--- src/rtl/alu_pkg.sv ---
// Shared widths and FSM state encoding for the two-requester ALU arbiter.
package alu_pkg;
  localparam int ALU_OP_W   = 2;
  localparam int ALU_DATA_W = 4;

  typedef enum logic [1:0] {
    IDLE = 2'd0,
    EXEC = 2'd1,
    RESP = 2'd2
  } state_t;
endpackage

--- src/rtl/alu_arb_ctrl_rr_arb2.sv ---
// Two-way round-robin picker: a lone request wins outright, a tie goes to
// whichever requester was not granted last (last_grant holds that index).
module rr_arb2 (
  input  logic [1:0] req,
  input  logic       last_grant,
  output logic [1:0] grant
);
  always_comb begin
    grant = req;
    if (req[0] && req[1]) begin
      grant = last_grant ? 2'b01 : 2'b10;
    end
  end
endmodule

--- src/rtl/alu_arb_ctrl.sv ---
// Arbitrates two requesters onto one shared combinational ALU and returns the
// result through a valid/ready response port. Optional per-requester grant
// counters are built when ALU_ARB_CTRL_STATS_EN is defined.
module alu_arb_ctrl
  import alu_pkg::*;
#(
  parameter int ALU_LAT = 1
) (
  input  logic                  clk,
  input  logic                  rst,
  input  logic                  req0_valid,
  input  logic                  req1_valid,
  output logic                  req0_ready,
  output logic                  req1_ready,
  input  logic [ALU_OP_W-1:0]   req0_op,
  input  logic [ALU_OP_W-1:0]   req1_op,
  input  logic [ALU_DATA_W-1:0] req0_a,
  input  logic [ALU_DATA_W-1:0] req0_b,
  input  logic [ALU_DATA_W-1:0] req1_a,
  input  logic [ALU_DATA_W-1:0] req1_b,
  output logic [ALU_OP_W-1:0]   alu_op,
  output logic [ALU_DATA_W-1:0] alu_a,
  output logic [ALU_DATA_W-1:0] alu_b,
  input  logic [ALU_DATA_W-1:0] alu_out,
  output logic                  rsp_valid,
  input  logic                  rsp_ready,
  output logic [ALU_DATA_W-1:0] rsp_data,
  output logic                  rsp_id,
  output logic                  busy
`ifdef ALU_ARB_CTRL_STATS_EN
  ,
  output logic [7:0]            grant_cnt0,
  output logic [7:0]            grant_cnt1
`endif
);
  localparam int CNT_W = 3;

  state_t                  state_reg, state_next;
  logic [1:0]              grant;
  logic                    accept;
  logic                    last_grant_reg;
  logic [CNT_W-1:0]        cnt_reg;
  logic                    exec_done;
  logic [ALU_OP_W-1:0]     alu_op_reg;
  logic [ALU_DATA_W-1:0]   alu_a_reg, alu_b_reg;
  logic [ALU_DATA_W-1:0]   rsp_data_reg;
  logic                    rsp_id_reg;

  rr_arb2 u_rr_arb2 (
    .req        ({req1_valid, req0_valid}),
    .last_grant (last_grant_reg),
    .grant      (grant)
  );

  assign exec_done = (cnt_reg == '0);

  always_ff @(posedge clk) begin
    if (rst) state_reg <= IDLE;
    else     state_reg <= state_next;
  end

  // Ready is a Mealy pulse on the accept cycle; suppressed while in reset.
  always_comb begin
    state_next = state_reg;
    accept     = 1'b0;
    req0_ready = 1'b0;
    req1_ready = 1'b0;
    case (state_reg)
      IDLE: begin
        if (!rst && (grant != 2'b00)) begin
          accept     = 1'b1;
          req0_ready = grant[0];
          req1_ready = grant[1];
          state_next = EXEC;
        end
      end
      EXEC:    if (exec_done) state_next = RESP;
      RESP:    if (rsp_ready) state_next = IDLE;
      default: state_next = IDLE;
    endcase
  end

  always_ff @(posedge clk) begin
    if (rst) begin
      alu_op_reg     <= '0;
      alu_a_reg      <= '0;
      alu_b_reg      <= '0;
      rsp_data_reg   <= '0;
      rsp_id_reg     <= 1'b0;
      last_grant_reg <= 1'b1;
      cnt_reg        <= '0;
    end else if (accept) begin
      alu_op_reg     <= grant[1] ? req1_op : req0_op;
      alu_a_reg      <= grant[1] ? req1_a  : req0_a;
      alu_b_reg      <= grant[1] ? req1_b  : req0_b;
      rsp_id_reg     <= grant[1];
      last_grant_reg <= grant[1];
      cnt_reg        <= CNT_W'(ALU_LAT - 1);
    end else if (state_reg == EXEC) begin
      if (exec_done) rsp_data_reg <= alu_out;
      else           cnt_reg      <= cnt_reg - 1'b1;
    end
  end

  assign alu_op    = alu_op_reg;
  assign alu_a     = alu_a_reg;
  assign alu_b     = alu_b_reg;
  assign rsp_data  = rsp_data_reg;
  assign rsp_id    = rsp_id_reg;
  assign rsp_valid = (state_reg == RESP);
  assign busy      = (state_reg != IDLE);

`ifdef ALU_ARB_CTRL_STATS_EN
  logic [7:0] grant_cnt_reg [2];

  for (genvar gi = 0; gi < 2; gi++) begin : g_stats
    always_ff @(posedge clk) begin
      if (rst) begin
        grant_cnt_reg[gi] <= '0;
      end else if (accept && grant[gi] && (grant_cnt_reg[gi] != 8'hFF)) begin
        grant_cnt_reg[gi] <= grant_cnt_reg[gi] + 8'd1;
      end
    end
  end

  assign grant_cnt0 = grant_cnt_reg[0];
  assign grant_cnt1 = grant_cnt_reg[1];
`endif
endmodule

--- config.mk ---
export PLATFORM = sky130hd
export DESIGN_NAME = alu_arb_ctrl
export DESIGN_NICKNAME = d
export VERILOG_FILES = /design/src/rtl/alu_pkg.sv /design/src/rtl/alu_arb_ctrl_rr_arb2.sv /design/src/rtl/alu_arb_ctrl.sv
export SDC_FILE = /design/constraint.sdc
export NUM_CORES = 1
export LEC_CHECK = 0
export CORE_UTILIZATION = 42
export DETAILED_ROUTE_END_ITERATION = 12
export HOLD_SLACK_MARGIN = 0.15
export PLACE_DENSITY = 0.79
export SYNTH_ARGS = -nofsm -noshare
export SYNTH_HDL_FRONTEND = slang
export SYNTH_HIERARCHICAL = 1
export SYNTH_SLANG_ARGS = --single-unit
--- constraint.sdc ---
create_clock -name clk -period 3 [get_ports clk]
set_input_delay 0.3 -clock clk [delete_from_list [all_inputs] [get_ports clk]]
set_output_delay 0.3 -clock clk [all_outputs]
set_load 0.005 [all_outputs]
* Word level (Yosys, flattened, before mapping)
Cells that the tools add are included.
Word-level totals: flip-flop bits (word level) 21, input bits 29, output and inout bits 19, word-level logic and storage cells 42
Cells by class: add/sub/neg operators 1, equality and inequality tests 5, multiplexer cells 15, bitwise gates (word level) 2, reduce and logical (&&, ||, !) cells 11
Operator list (number):
- $mux W2 | 6
- $mux W4 | 2
- $mux W1 | 6
- $pmux W2 S3 | 1
- $reduce_and A3 Y1 | 2
- $ne A2 B2 Y1 const B | 2
- $reduce_bool A2 Y1 | 2
- $logic_not A3 Y1 | 1
- $sub A3 B1 Y3 const B | 1
- $eq A2 B1 Y1 const B | 1
- $eq A2 B2 Y1 const B | 1
- $logic_and A1 B1 Y1 | 2
- $logic_not A2 Y1 | 1
- $ne A2 B1 Y1 const B | 1
- $not A1 Y1 | 2
- $reduce_and A2 Y1 | 1
- $reduce_or A2 Y1 | 1
- $logic_not A1 Y1 | 1

* Logic depth before layout (Yosys ltp)
Gate-level depths: netlist (run 1).
word-level depth 8, gate-level depth with buffers 6, depth with buffers taken out 5

* Modules after synthesis
The synthesis (run 1) kept the hierarchy.
Modules (own cells, without submodules):
- alu_arb_ctrl | instances 1, cells each 106, area each 1037.2 µm², sequential area each 420.4 µm²
- rr_arb2 | instances 1, cells each 3, area each 18.8 µm², sequential area each 0.0 µm²

* Least setup slack after synthesis (run 1)
OpenSTA, ideal clock, no wires.
path kind register to register, start point register last_grant_reg, end point register alu_a_reg[3], in the netlist alu_a[3], library setup time 0.079 ns, data arrival time 1.311 ns, required time 2.921 ns, slack 1.610 ns, cell stages (with the launch flop) 7, path buffers 2, clock period less this slack 1.390 ns, path through dfxtp_1 -> a21boi_0 -> buf_6 -> or2_4 -> clkbuf_1 -> a21oi_1 -> a211oi_2
Between the ends: word-level cells in the longest chain between the ends 6, elaborated cells between the ends (all ways) 7, those cells by class mux (5); reduce/logical (2)
Ends and longest elaborated chain:
- from (decl) | RTL line alu_arb_ctrl.sv:41 | logic last_grant_reg;
- from (signal assigned) | RTL line alu_arb_ctrl.sv:97 | last_grant_reg <= grant[1];
- $mux W2 (*) | RTL line alu_arb_ctrl_rr_arb2.sv:11 | grant = last_grant ? 2'b01 : 2'b10;
- $mux W2 (*) | RTL line alu_arb_ctrl_rr_arb2.sv:10 | if (req[0] && req[1]) begin
- named net grant[1] | RTL line alu_arb_ctrl.sv:39 | logic [1:0] grant;
- $reduce_bool A2 Y1 | RTL line alu_arb_ctrl.sv:70 | if (!rst && (grant != 2'b00)) begin
- $logic_and A1 B1 Y1 | RTL line alu_arb_ctrl.sv:70
- $mux W1 | RTL line alu_arb_ctrl.sv:70
- $mux W1 | RTL line alu_arb_ctrl.sv:68 | case (state_reg)
- to (signal assigned) | RTL line alu_arb_ctrl.sv:94 | alu_a_reg <= grant[1] ? req1_a : req0_a;
- to (decl) | RTL line alu_arb_ctrl.sv:45 | logic [ALU_DATA_W-1:0] alu_a_reg, alu_b_reg;
Mark *: on every way through the listed nets, which the timed path passes. The rest lies on a longest branch. A chain may end at the register's enable or synchronous reset.

* Worst setup path in the final report (run 1)
start point register state_reg[1], end point output req1_ready
Between the ends: word-level cells in the longest chain between the ends 2
Ends and longest elaborated chain:
- from (decl) | RTL line alu_arb_ctrl.sv:38 | state_t state_reg, state_next;
- from (signal assigned) | RTL line alu_arb_ctrl.sv:59 | else state_reg <= state_next;
- $logic_not A2 Y1 | RTL line alu_arb_ctrl.sv:68
- $mux W1 | RTL line alu_arb_ctrl.sv:68
- to (decl) | RTL line alu_arb_ctrl.sv:14 | output logic req1_ready,
Every way passes these cells.

==> impl_metrics.tcl, run 1 <==
set metrics [dict create \
    final_nets 187 \
    ir_drop_mv 0.3287 \
    total_power_uw 631.4 \
    wl_microns 2566 \
    cp.arrival_ps 1790 \
    clockBufferDepth 2 \
    first_iter_violations 4 \
    clock_latency_ps 310 \
    cp_slowest_cell "clkdlybuf4s50_1" \
    cts_resized 0 \
    antenna_cells 0 \
    startpoint_type "flop" \
    synth.area.top_cells "dfxtp_1 (40%), a211oi_2 (12%), mux2i_1 (9.5%)" \
    finalCritPeriodShare_pct 69.52 \
    grt_use_total_pct 21.04 \
    synth-edff-count 0 \
    path_cells "nor3_2 -> buf_4 -> and2_1 -> clkdlybuf4s50_1" \
    gp_congestion 0.6933 \
    die_y_microns 52.14 \
    cts_sinks 21 \
    cts_root_buf "clkbuf_4" \
    grt_pass1_wl_microns 4174 \
    crit_path_max_incr_delay_ps 540 \
    ant_nets 0 \
    hold_buffers 0 \
    setup_tns_ps 0 \
    via_per_inst 5.344 \
    synth_top_area_cell "dfxtp_1" \
    post_drt_wl_per_cell_microns 14.02 \
    area_delta_synth_final_pct 47.39 \
    drive_above_1_share_pct 12.26 \
    grt_pass1_vias 928 \
    ys_ff_latch 21 \
    hpwlAfterDp_microns 1978 \
    firstDrtPassIters 4 \
    crit_fanout 14 \
    rows 17 \
    clkTransAtPathRegs_ps 110 \
    cp-end-kind "output pin" \
    yosys-top-cells-count "dfxtp_1 (21), a21oi_1 (17), a211oi_2 (10), mux2i_1 (10)" \
    synthCells 109 \
    grt_max_degree 20 \
    vias 978 \
    slew-limit-headroom_pct 63.66 \
    crit_type "flop to output pin" \
    drc_errors 0 \
    slew_viol_final 0 \
    yosysWarnings 6 \
    hold_violations 0 \
    die_x_microns 52.14 \
    cts_made_buffers 3 \
    status "complete, no violations" \
    floorplan.initialDensity_pct 45.97 \
    coreArea_sq_mm 0.002297 \
    floorplan.die_area_sq_mm 0.002719 \
    antenna_found_initial 0 \
    syn-cell-area_sq_mm 0.001056 \
    fin_worst_skew_ps 2.766 \
    setup_violations 0 \
    drv_cap 0 \
    max_freq_mhz 479.5 \
    hp-class "flop to flop" \
    yosysTopAreaCellShare_pct 39.81 \
    avgSynthCellArea_sq_um 9.688 \
    critPathRequiredTime_ps 2700 \
    cts_tree "done" \
    synth.net_count 140 \
    io_pins 48 \
    leakagePower_nw 0.5728 \
    timing_worst_slew_pin_value_ps 545.1 \
    ys.flop_type "dfxtp_1" \
    post_cts_buffers 0 \
    post-route-min-period_ps 2086 \
    cts.htree.levels 1 \
    portBuffers 47 \
    p_per_area_mw_per_mm2 405.7 \
    synthArstFlopShare_pct 0 \
    ys_types 31 \
    grt-ovfl-total 0 \
    rsz0062_at_grt "false" \
    synth_most_common_cell "dfxtp_1" \
    ys_seq_area_share_pct 39.81 \
]
-- cell type report --
class,instances,area (sq um)
clock buffer,4,26.28
fill,199,740.7
inverter,5,18.77
multi-input combinational,75,563.0
sequential,21,420.4
tap,28,35.03
timing repair buffer,50,493.0
-- cell families after synthesis --
| kind of cell | count (synthesis) | synth area share [%] |
|---|---|---|
| buffers and inverters | 13 | 6.871 |
| AOI/OAI and AO/OA | 40 | 28.32 |
| DFF | 21 | 39.81 |
| adders and majority gates | 2 | 2.369 |
| and+or+nand+nor | 23 | 13.15 |
| muxes | 10 | 9.479 |
-- layer usage --
layer | wire [microns] | GRT usage, % | part of all wire, %
met1 | 1117 | 23.93 | 44
met2 | 1209 | 36.11 | 47
met3 | 181 | 6.433 | 7.1
met4 | 57 | 8.772 | 2.2
met5 | 0 | 0 | 0
-- power by group --
part | internal, mW | switching [mW]
combinational | 0.107 | 0.0739
sequential | 0.299 | 0.0131
clock | 0.0520 | 0.0860
-- cell usage in the layout (no fill, tap or decap), drive strengths merged --
| cell type | n |
|---|---|
| and4bb | 1 |
| nor2b | 2 |
| nand2b | 2 |
| nand2 | 4 |
| a211oi | 10 |
| o21ai | 5 |
| nand3 | 1 |
| and2 | 3 |
| or3b | 1 |
| a22oi | 2 |
| mux2i | 10 |
| inv | 5 |
| a311oi | 1 |
| a221o | 1 |
| nor2 | 4 |
| ha | 2 |
| a21o | 2 |
| nor3 | 2 |
| clkbuf | 4 |
| buf | 3 |
| or4 | 1 |
| or2 | 1 |
| clkdlybuf4s50 | 47 |
| dfxtp | 21 |
| a21boi | 2 |
| a21oi | 17 |
| nor3b | 1 |
-- stage by stage --
| stage | utilization (%) | setup WS (ps) | instance area (sq um) | std cells | hold WS, ps |
|---|---|---|---|---|---|
| after floorplan | - | 1610 | 1056 | 109 | 436.0 |
| after global placement | 66.61 | 970.3 | 1530 | 179 | 461.6 |
| after detailed placement | 66.61 | 928.7 | 1530 | 179 | 475.6 |
| after CTS | 67.76 | 933.3 | 1556 | 183 | 490.4 |
| after global routing | 67.76 | 855.9 | 1556 | 183 | 509.9 |
| final | 67.76 | 914.4 | 1556 | 183 | 485.8 |
-- worst paths after layout --
kind / cells past startpoint / start / endpoint / slack, ps
setup / recovery: 4 / state_reg[1] / req1_ready / 910
hold / removal: 2 / rsp_data[3] / rsp_data[3] / 490
setup reg to reg: 5 / last_grant_reg / alu_b[3] / 1330
hold reg to reg: 2 / rsp_data[3] / rsp_data[3] / 490
-- critical path: cells and delay by family, from the launching register on --
family / cells / cell delay, ps
buf+inv: 2 / 750
flops: 1 / 390
simple gates: 2 / 340
Note: power is estimated with default switching activity, not from simulation.
==> run 2, diff against run 1 <==
--- a/config.mk
+++ b/config.mk
@@ -5,10 +5,10 @@
 export SDC_FILE = /design/constraint.sdc
 export NUM_CORES = 1
 export LEC_CHECK = 0
-export CORE_UTILIZATION = 42
+export CORE_UTILIZATION = 40
 export DETAILED_ROUTE_END_ITERATION = 12
 export HOLD_SLACK_MARGIN = 0.15
-export PLACE_DENSITY = 0.79
+export PLACE_DENSITY = 0.76
 export SYNTH_ARGS = -nofsm -noshare
 export SYNTH_HDL_FRONTEND = slang
 export SYNTH_HIERARCHICAL = 1
==> constraint.sdc (replaced) <==
create_clock -name clk -period 2.2 [get_ports clk]
set_input_delay 0.22 -clock clk [delete_from_list [all_inputs] [get_ports clk]]
set_output_delay 0.22 -clock clk [all_outputs]
set_load 0.005 [all_outputs]
==> run 2 against run 1 <==
Global-route usage grew 0.67 points. Sequential share of layout area shrank 0.30 points. Cell count is 2.2% higher. Sequential power rose by 36%. Via count up 1.2%. Critical endpoint unchanged. Largest cell class unchanged.
==> impl_metrics.tcl, run 2 (synthesis gave the netlist of run 1 again) <==
set metrics [dict create \
    p_per_area_mw_per_mm2 550.8 \
    hold_depth 3 \
    cts_sinks 21 \
    p_seq_share_pct 49.0 \
    via_per_inst 5.294 \
    reg2regPathDepth 6 \
    grt_use_total_pct 21.71 \
    post_cts_buffers 0 \
    clock_latency_ps 310 \
    wl_microns 2683 \
    fin_worst_skew_ps 6.811 \
    gp_congestion 0.7642 \
    fillers 225 \
    die_x_microns 53.38 \
    intPower_uw 629.0 \
    crit_path_frequent_cell "clkdlybuf4s50_1" \
    drv_cap 0 \
    grt_max_degree 20 \
    critPathRequiredTime_ps 1980 \
    clkTransAtPathRegs_ps 110 \
    hold_buffers 0 \
    cts_made_buffers 3 \
    cp.arrival_ps 1700 \
    rsz0062_at_grt "false" \
    floorplan.initialDensity_pct 42.63 \
    leakagePower_nw 0.5830 \
    grt_pass1_vias 978 \
    worstHoldStart "alu_out[0]" \
    slew-limit-headroom_pct 75.92 \
    die_y_microns 53.38 \
    antenna_found_initial 0 \
    ir_drop_mv 0.3682 \
    coreArea_sq_mm 0.002477 \
    vias 990 \
    setup_tns_ps 0 \
    cp_slowest_cell "clkdlybuf4s50_1" \
    timing_worst_slew_pin_value_ps 360.4 \
    max_freq_mhz 522.0 \
    area_delta_synth_final_pct 49.05 \
    cts_tree "done" \
    firstDrtPassIters 4 \
    post_drt_wl_per_cell_microns 14.35 \
    slew_viol_final 0 \
    final_nets 189 \
    grt_pass1_wl_microns 4319 \
    setup_violations 0 \
    drive_above_1_share_pct 13.38 \
    crit_type "input pin to output pin" \
    r2r-start "last_grant_reg" \
    path_cells "clkdlybuf4s50_1 -> a21boi_1 -> and2_1 -> clkdlybuf4s50_1" \
    comb_power_share_pct 29.4 \
    portBuffers 47 \
    cp-end-kind "output pin" \
    post-route-min-period_ps 1916 \
    clockBufferDepth 2 \
    io_pins 48 \
    drc_errors 0 \
    cts_resized 0 \
    hold_slack_ps 453.1 \
    hold_end "rsp_data[0]" \
    p_clk_share_pct 21.5 \
    finalCritPeriodShare_pct 87.08 \
    status "complete, no violations" \
    startpoint_type "input pin" \
    p_switching_uw 238.0 \
    r2r_end "alu_a[2]" \
    postLayoutCellArea_sq_mm 0.001574 \
    crit_fanout 4 \
    switching_share_pct 27.45 \
    hpwlAfterDp_microns 2011 \
    final_util_pct 63.54 \
    ant_nets 0 \
    r2r_slack_ps 730 \
    cts_root_buf "clkbuf_4" \
    antenna_cells 0 \
    placed_area_sq_mm 0.001548 \
    hp-class "input pin to flop" \
    floorplan.die_area_sq_mm 0.002849 \
    final_cell_mix "clkdlybuf4s50_1 (47), dfxtp_1 (21), a21oi_1 (17)" \
    rows 18 \
    cts.htree.levels 1 \
    grt-ovfl-total 0 \
    first_iter_violations 19 \
    final_common_cell "clkdlybuf4s50_1" \
    total_power_uw 867.0 \
    crit_path_max_incr_delay_ps 520 \
    hold_violations 0 \
]
[run 2: changes by cell type in the layout (fill, tap and decap cells not counted)]
cell / delta
buf_4: +2
[run 2: area by class of cell]
type | count | area (sq um) | share of cell area [%]
tap | 30 | 37.54 | 2.385
clock buffer | 4 | 26.28 | 1.669
sequential | 21 | 420.4 | 26.71
timing repair buffer | 52 | 508.0 | 32.27
multi-input combinational | 75 | 563.0 | 35.77
inverter | 5 | 18.77 | 1.192
[run 2: routing by layer]
metal  part of all wire, %  track usage (%)  up-vias
met4                   2.2            12.28        0
li1                      -                -      490
met5                     0                0        -
met3                   3.5            2.586        5
met1                    41            24.87      468
met2                    53            38.13       27
[run 2: worst max path at each step]
| stage | from | end | cells after the start | slack (ps) |
|---|---|---|---|---|
| after detailed placement | req1_valid | req1_ready | 4 | 320 |
| final | req1_valid | req1_ready | 4 | 280 |
| after global routing | state_reg[1] | req1_ready | 3 | 200 |
| after CTS | state_reg[1] | req1_ready | 3 | 280 |
| after floorplan | last_grant_reg | alu_a[3] | 6 | 810 |
| after global placement | req1_valid | req1_ready | 4 | 310 |
[run 2: stage by stage]
step,setup slack (ps),cells
2_1_floorplan,810.1,109
3_3_place_gp,314.7,183
3_5_place_dp,321.8,183
4_1_cts,279.5,187
5_1_grt,204.0,187
6_report,284.3,187
[run 2: power groups by stage]
stage          Sequential, mW  Combinational (mW)  Clock (mW)
4_1_cts                 0.425               0.257       0.193
3_3_place_gp            0.433               0.249           0
3_5_place_dp            0.434               0.255           0
2_1_floorplan           0.434               0.123           0
5_1_grt                 0.429               0.274       0.209
6_report                0.425               0.255       0.187
[run 2: worst max-delay path, delay by kind of cell]
family | cells | cell delay (ps)
buffers and inverters | 2 | 1000
AOI/OAI and AO/OA | 1 | 300
and+or+nand+nor | 1 | 180
==> run 3, diff against run 2 <==
--- a/config.mk
+++ b/config.mk
@@ -5,10 +5,13 @@
 export SDC_FILE = /design/constraint.sdc
 export NUM_CORES = 1
 export LEC_CHECK = 0
-export CORE_UTILIZATION = 40
+export CAP_MARGIN = 10
+export CORE_UTILIZATION = 42
 export DETAILED_ROUTE_END_ITERATION = 12
+export DONT_BUFFER_PORTS = 1
 export HOLD_SLACK_MARGIN = 0.15
-export PLACE_DENSITY = 0.76
+export MAX_ROUTING_LAYER = met4
+export PLACE_DENSITY = 0.54
 export SYNTH_ARGS = -nofsm -noshare
 export SYNTH_HDL_FRONTEND = slang
 export SYNTH_HIERARCHICAL = 1
==> run 3 against run 2 <==
Cell count fell by 24%. Register-to-register slack got worse by 190 ps. Sequential power rose by 2%. Highest routed layer unchanged. Worst setup slack improved by 260 ps. Clock skew fell by 4.8 ps. Design area fell by 27%. Critical endpoint is now alu_op[1]. Global-route usage fell by 5.1 points.
==> impl_metrics.tcl, run 3 (synthesis gave the netlist of run 1 again) <==
set metrics [dict create \
    leakagePower_nw 0.4233 \
    r2r_end "alu_op[1]" \
    via_per_inst 5.908 \
    cp_slowest_cell "and2_1" \
    clockBufferDepth 2 \
    finalNonFillerCells 142 \
    startpoint_type "flop" \
    clock_latency_ps 300 \
    timing_worst_slew_pin_value_ps 954.6 \
    cts_made_buffers 3 \
    worstHoldStart "req0_b[0]" \
    grt-ovfl-total 0 \
    final_cell_mix "dfxtp_1 (21), a21oi_1 (17), mux2i_1 (10), a211oi_2 (10), dlygate4sd3_1 (7)" \
    die_y_microns 52.14 \
    slew_viol_final 0 \
    drc_errors 0 \
    setup_violations 0 \
    hold_end "alu_b[0]" \
    placed_area_sq_mm 0.001052 \
    drv_cap 0 \
    cp-end-kind "flop" \
    post_drt_wl_per_cell_microns 14.89 \
    r2r_slack_ps 540 \
    rsz0062_at_grt "false" \
    grt_max_degree 20 \
    final_common_cell "dfxtp_1" \
    reg2regPathDepth 5 \
    placed_cells 131 \
    finalCritPeriodShare_pct 75.32 \
    critPathRequiredTime_ps 2360 \
    crit_type "flop to flop" \
    portBuffers 0 \
    status "complete, no violations" \
    io_pins 48 \
    cts_tree "done" \
    postLayoutCellArea_sq_mm 0.001150 \
    cts_root_buf "clkbuf_4" \
    p_per_area_mw_per_mm2 663.0 \
    rows 17 \
    grt_pass1_vias 700 \
    cp.arrival_ps 1820 \
    clkTransAtPathRegs_ps 110 \
    dr_wl_met3_microns 166 \
    ir_drop_mv 0.3479 \
    path_cells "inv_1 -> a21boi_1 -> or2_4 -> and2_1 -> a211oi_2" \
    slew-limit-headroom_pct 36.15 \
    vias 839 \
    cts.htree.levels 1 \
    grt_pass1_wl_microns 3153 \
    crit_fanout 13 \
    r2r-start "last_grant_reg" \
    die_x_microns 52.14 \
    wl_met1_microns 963 \
    grt_use_total_pct 16.61 \
    coreArea_sq_mm 0.002297 \
    ant_nets 0 \
    fillers 238 \
    antenna_cells 0 \
    max_freq_mhz 603.5 \
    area_delta_synth_final_pct 8.886 \
    first_iter_violations 13 \
    firstDrtPassIters 4 \
    floorplan.die_area_sq_mm 0.002719 \
    cts_sinks 21 \
    final_nets 146 \
    hold_depth 2 \
    floorplan.initialDensity_pct 45.97 \
    route.met2.wl_microns 948 \
    hold_violations 0 \
    wl_microns 2115 \
    gp_congestion 0.6686 \
    drive_above_1_share_pct 16.67 \
    hp-class "input pin to flop" \
    antenna_found_initial 0 \
    crit_path_max_incr_delay_ps 500 \
    post-route-min-period_ps 1657 \
    highest_layer "met4" \
    post_cts_buffers 0 \
    fin_worst_skew_ps 1.979 \
    setup_tns_ps 0 \
    hpwlAfterDp_microns 1431 \
]
## run 3: changes by cell type in the layout (fill, tap and decap cells not counted)
| cell | before | now |
|---|---|---|
| clkinv_2 | 0 | 1 |
| clkdlybuf4s50_1 | 47 | 0 |
| clkbuf_1 | 1 | 0 |
| buf_4 | 5 | 2 |
| dlygate4sd3_1 | 0 | 7 |
## run 3: final cells by class
| class | count | area, sq um | area share [%] |
|---|---|---|---|
| inverters | 5 | 18.77 | 1.632 |
| well taps | 28 | 35.03 | 3.047 |
| clock buffers | 3 | 22.52 | 1.959 |
| clock inverters | 1 | 5.005 | 0.4353 |
| multi-input cells | 75 | 563.0 | 48.97 |
| repair buffers | 9 | 85.08 | 7.399 |
| flip-flops and latches | 21 | 420.4 | 36.56 |
## run 3: critical path: cells and delay by family, from the launching register on
kind / cells / cell delay [ps]
flip-flops: 1 / 380
AND/OR/NAND/NOR: 2 / 740
AO/OA/AOI/OAI: 2 / 340
buffers and inverters: 1 / 50
## run 3: worst max path at each step
stage,start,end,cells past startpoint
2_1_floorplan,last_grant_reg,alu_a[3],6
3_3_place_gp,last_grant_reg,alu_op[1],5
3_5_place_dp,last_grant_reg,alu_a[0],5
4_1_cts,last_grant_reg,alu_a[0],5
5_1_grt,last_grant_reg,alu_op[0],5
6_report,last_grant_reg,alu_op[1],5
## run 3: per-stage QoR
stage | worst slack, ps | hold slack (ps) | util (%) | power, mW
global route | 381.5 | 151.1 | 50.05 | 0.8072
CTS | 525.2 | 162.0 | 49.62 | 0.7705
finish | 543.0 | 169.7 | 50.05 | 0.7623
global placement | 636.0 | 288.5 | 45.81 | 0.5681
floorplan | 810.1 | 356.0 | - | 0.5575
detailed placement | 575.2 | 290.1 | 45.81 | 0.5701
## run 3: repair_timing
item                                   in CTS  in global routing
resized for setup                           0                  0
endpoints found under the hold margin      21                  1
hold buffers                                6                  1
## run 3: power by group
part	leakage (nW)	switching [mW]	internal (mW)	total (mW)
Clock	0.0177	0.118	0.0679	0.186
Combinational	0.234	0.0796	0.0653	0.145
Sequential	0.172	0.0235	0.408	0.432
Total	0.423	0.221	0.541	0.762
## run 3: routing by layer
layer / up-vias / global-route usage [%]
li1: 404 / -
met1: 401 / 21.14
met2: 29 / 24.15
met3: 5 / 4.678
met4: 0 / 7.895
met5: - / -
